File: config.mk
export PLATFORM = sky130hd
export DESIGN_NAME = data_bridge_queued
export DESIGN_NICKNAME = d
export VERILOG_FILES = /design/src/rtl/data_bridge_queued.sv
export SDC_FILE = /design/constraint.sdc
export NUM_CORES = 1
export LEC_CHECK = 0
export ABC_AREA = 1
export CORE_ASPECT_RATIO = 1.1
export CORE_MARGIN = 2
export CORE_UTILIZATION = 50
export DETAILED_ROUTE_END_ITERATION = 12
export PLACE_DENSITY = 0.77
export SLEW_MARGIN = 20
export SYNTH_ARGS = -nofsm -noshare
export SYNTH_HDL_FRONTEND = slang
export SYNTH_SLANG_ARGS = --single-unit
File: constraint.sdc
create_clock -name CLK -period 1.8 [get_ports CLK]
set_input_delay 0.18 -clock CLK [delete_from_list [all_inputs] [get_ports CLK]]
set_output_delay 0.18 -clock CLK [all_outputs]
set_load 0.05 [all_outputs]
File: src/rtl/data_bridge_queued.sv
`default_nettype none
// ============================================================================
//  Module      : data_bridge_queued
//  Description : Queued DV->DL write bridge with precharge/drive sequencing
//                and DL read capture.
//  Revision    : 1.0 - initial release
// ============================================================================
module data_bridge_queued #(
    parameter int WIDTH       = 8,
    parameter int DEPTH       = 4,
    parameter int HOLD_CYCLES = 1
) (
    input  logic             CLK,
    input  logic             RESET,
    input  logic [WIDTH-1:0] DV,
    input  logic [WIDTH-1:0] DataOut,
    input  logic             dv_valid,
    output logic             dv_ready,
    input  logic             rd_req,
    output logic             rd_ack,
    output logic [WIDTH-1:0] rd_data,
    output logic             rd_valid,
    input  logic [WIDTH-1:0] DL_in,
    output logic [WIDTH-1:0] DL_out,
    output logic             dl_drive,
    output logic             busy
);

    localparam int PTR_W = $clog2(DEPTH);
    localparam int CNT_W = (HOLD_CYCLES > 1) ? $clog2(HOLD_CYCLES) : 1;
    localparam logic [CNT_W-1:0] HOLD_LAST = CNT_W'(HOLD_CYCLES - 1);
    localparam logic [CNT_W-1:0] HOLD_ONE  = CNT_W'(1);
    localparam logic [PTR_W-1:0] PTR_ONE   = PTR_W'(1);
    localparam logic [PTR_W:0]   FILL_ONE  = (PTR_W + 1)'(1);
    localparam logic [PTR_W:0]   FILL_FULL = (PTR_W + 1)'(DEPTH);

    typedef enum logic [2:0] {
        S_IDLE    = 3'd0,
        S_PRE     = 3'd1,
        S_DRIVE   = 3'd2,
        S_RPRE    = 3'd3,
        S_RSAMPLE = 3'd4
    } state_t;

    state_t             state_q, state_d;
    logic [CNT_W-1:0]   hold_q, hold_d;
    logic [2*WIDTH-1:0] mem_q [DEPTH];
    logic [PTR_W-1:0]   wr_ptr_q, rd_ptr_q;
    logic [PTR_W:0]     fill_q;
    logic [WIDTH-1:0]   dv_q, oe_q, rd_data_q;
    logic               rd_valid_q;
    logic               push, pop, full, empty;

    assign full     = (fill_q == FILL_FULL);
    assign empty    = (fill_q == '0);
    assign push     = dv_valid & ~full;
    assign dv_ready = ~full;

    // Writes always take priority: a read is only accepted with an empty queue.
    always_comb begin
        state_d = state_q;
        hold_d  = hold_q;
        pop     = 1'b0;
        rd_ack  = 1'b0;
        unique case (state_q)
            S_IDLE: begin
                if (!empty) begin
                    state_d = S_PRE;
                    pop     = 1'b1;
                end else if (rd_req) begin
                    state_d = S_RPRE;
                    rd_ack  = 1'b1;
                end
            end
            S_PRE: begin
                state_d = S_DRIVE;
                hold_d  = HOLD_LAST;
            end
            S_DRIVE: begin
                if (hold_q == '0) begin
                    if (!empty) begin
                        state_d = S_PRE;
                        pop     = 1'b1;
                    end else begin
                        state_d = S_IDLE;
                    end
                end else begin
                    hold_d = hold_q - HOLD_ONE;
                end
            end
            S_RPRE:    state_d = S_RSAMPLE;
            S_RSAMPLE: state_d = S_IDLE;
            default:   state_d = S_IDLE;
        endcase
    end

    always_ff @(posedge CLK) begin
        if (RESET) begin
            state_q    <= S_IDLE;
            hold_q     <= '0;
            wr_ptr_q   <= '0;
            rd_ptr_q   <= '0;
            fill_q     <= '0;
            dv_q       <= '0;
            oe_q       <= '0;
            rd_data_q  <= '0;
            rd_valid_q <= 1'b0;
        end else begin
            state_q    <= state_d;
            hold_q     <= hold_d;
            rd_valid_q <= (state_q == S_RSAMPLE);
            if (state_q == S_RSAMPLE) begin
                rd_data_q <= DL_in;
            end
            if (push) begin
                wr_ptr_q <= wr_ptr_q + PTR_ONE;
            end
            if (pop) begin
                {oe_q, dv_q} <= mem_q[rd_ptr_q];
                rd_ptr_q     <= rd_ptr_q + PTR_ONE;
            end
            unique case ({push, pop})
                2'b10:   fill_q <= fill_q + FILL_ONE;
                2'b01:   fill_q <= fill_q - FILL_ONE;
                default: fill_q <= fill_q;
            endcase
        end
    end

    // Storage needs no reset; only the pointers and fill count define validity.
    always_ff @(posedge CLK) begin
        if (!RESET && push) begin
            mem_q[wr_ptr_q] <= {DataOut, DV};
        end
    end

    // Only enabled zero bits pull the precharged line low.
    assign dl_drive = (state_q == S_DRIVE);
    assign DL_out   = dl_drive ? (dv_q | ~oe_q) : '1;
    assign busy     = (state_q != S_IDLE) || !empty;
    assign rd_data  = rd_data_q;
    assign rd_valid = rd_valid_q;

endmodule
`default_nettype wire
==> out/results.ini, run 1 <==
[floorplan]
ios=49
die_area_um2=9400
start_util=0.516
die_h_um=101
rows=35
core-area_um2=8360
die-width_um=92.6

[global_routing]
grt_usage=0.196
grt_pass1_wl_um=14100
grt_max_degree=35
grt.overflow.total=0
grt_pass1_vias=3074
antenna_found_initial=0

[final_layout]
fin_nets=592
fin_util=0.637
fillCellCount=703
fin_cells=674
design_area_um2=5330
multi_input_area_um2=1260
area_delta_synth_final_pct=23.4
drive_gt1_frac=0.140
antenna_cells=0
seqCellArea_um2=2630
final_cell_mix=124 x nand2_1, 97 x inv_1, 67 x nor2_1, 64 x edfxtp_1, 37 x nand3_1
final_common_cell=nand2_1

[routing]
num_vias=3183
wire_per_inst_um=12.5
via_per_inst=4.72
wl_um=8450
firstDrtPassIters=4
drtIter0Drc=193
drtAntennaViolNets=0
drc_errors=0

[clocking]
cts_tree=built
clock_latency_ns=0.36
clock_sinks=99
cts_buffers=9
root_buffer=clkbuf_8
clk_transition_reported_paths_ns=0.09
htreeDepth=3
ctsLongestPathBuffers=2

[synthesis]
synth_nets=520
avgSynthCellArea_um2=8.89
yosysSeqAreaShare=0.607
synth_edf_count=64
ys_types=28
ys_async_sr_fraction=0
synthCells=486
syn_area_um2=4320
ys_ff_latch=99
ys.flop_type=edfxtp_1
ys_warn_count=0

[power_and_ir_drop]
combPwrFrac=0.421
peakVddDrop_mv=0.666
totalPowerFinal_mw=7.15
clkPwrFrac=0.173
power.leakage_nw=2.38
switching_share=0.384
p_seq_frac=0.406
p_per_area_nw_per_um2=1340
power_switching_mw=2.75
p_int_mw=4.40

[sta]
hold_viol=0
tns_ns=0
worst_slew_pin_slew_ns=0.508
maxSlewHeadroom=0.661
final.min_clock_period_ns=1.72
setup_viol=0
clock_skew_ns=0.0111
slew_viol_final=0
fin_crit_sh=0.955
grt_setup_unrepaired=false
fmax_mhz=582

[setup_path]
critPathArrivalTime_ns=1.54
setup.worst_path.end_class=output pin
crit_path_max_fanout=7
worstPathRequired_ns=1.62
worst_setup_path_start_kind=flop
critPathKind=flop to output pin

[placed_design]
place_inst=653
place_hpwl_um=5880
place.gp.congestion=0.812
io_buffers=48
dpl_cell_area_um2=5110

[status]
outcome=finished, final reports clean

[min_path]
hp-class=input port to flop

[run]
maxCapViolations=0

## path summary, 6_finish.rpt
| kind | from | to | slack [ns] | depth (start not counted) |
|---|---|---|---|---|
| max reg2reg | fill_q[1] | fill_q[2] | 0.12 | 10 |
| min reg2reg | rd_data[0] | rd_data[0] | 0.49 | 2 |
| max | state_q[0] | DL_out[3] | 0.08 | 5 |
| min | DL_in[7] | rd_data[7] | 0.46 | 3 |
## metrics by stage
| stage | hold slack (ns) | setup slack (ns) |
|---|---|---|
| after floorplan | 0.242 | -0.149 |
| after global placement | 0.464 | -0.232 |
| after detailed placement | 0.476 | -0.316 |
| after CTS | 0.448 | -0.00927 |
| after global routing | 0.455 | 0.00160 |
| final | 0.464 | 0.0813 |
## cell families (layout without fill, tap and decap cells)
group / Yosys count / in the layout / synth area share
simple gates: 246 / 246 / 0.238
flops: 99 / 99 / 0.607
fa+ha+maj: 6 / 6 / 0.0191
buf+inv: 117 / 194 / 0.112
xor+xnor: 1 / 1 / 0.00203
compound gates: 17 / 17 / 0.0214
## worst max-delay path, stage by stage (launching register included)
cell     delay, ns
dfxtp_1       0.35
buf_4         0.16
nor3_4        0.24
buf_12        0.17
nand3_2       0.06
buf_4         0.19
## power by group through the flow
stage / Clock [mW] / Sequential (mW) / Combinational, mW
after floorplan: 0 / 2.96 / 2.01
after global placement: 0 / 2.94 / 2.86
after detailed placement: 0 / 2.95 / 2.94
after CTS: 1.27 / 2.91 / 2.97
after global routing: 1.35 / 2.94 / 3.36
final: 1.24 / 2.90 / 3.01
## Yosys cell counts, types with 4 or more instances
library cell | n | area [um2]
edfxtp_1 | 64 | 1920
nand3_1 | 45 | 225
ha_1 | 5 | 62.6
o21ai_0 | 12 | 60.1
nand2_1 | 124 | 465
buf_4 | 4 | 30.0
dfxtp_1 | 35 | 701
nor2_1 | 68 | 255
inv_1 | 97 | 364
buf_2 | 10 | 50.1
## layout make-up
cell class                      count  area share
Inverter                          100      0.0709
Clock inverter                      5     0.00704
Multi-Input combinational cell    270       0.237
Sequential cell                    99       0.493
Tap cell                          111      0.0261
Timing Repair Buffer               78       0.142
Clock buffer                       11      0.0247
## per-layer routing
metal,up-vias,GRT usage,wire length [um]
li1,1634,-,-
met1,1458,0.232,3400
met2,80,0.362,4490
met3,11,0.0387,411
met4,0,0.0656,146
met5,-,0,0
## flip-flops by register name, summed over array words and instances, names as in the netlist
name,flops
dv_q,8
fill_q,3
mem_q,64
oe_q,8
rd_data,8
rd_ptr_q,2
rd_valid,1
state_q,3
wr_ptr_q,2
## timing repair
action	4_1_cts	5_1_grt
endpoints found under the setup margin	7	3
setup buffers	1	4
hold buffers	0	0
pin swaps	1	7
gates resized for setup	3	4
Note: power is estimated with default switching activity, not from simulation.
==> run 2: changes to the inputs <==
CTS_CLUSTER_SIZE = 14   (was unset)
==> results of run 2 <==
Final layout, timing and power as in run 1 (identical DEF).
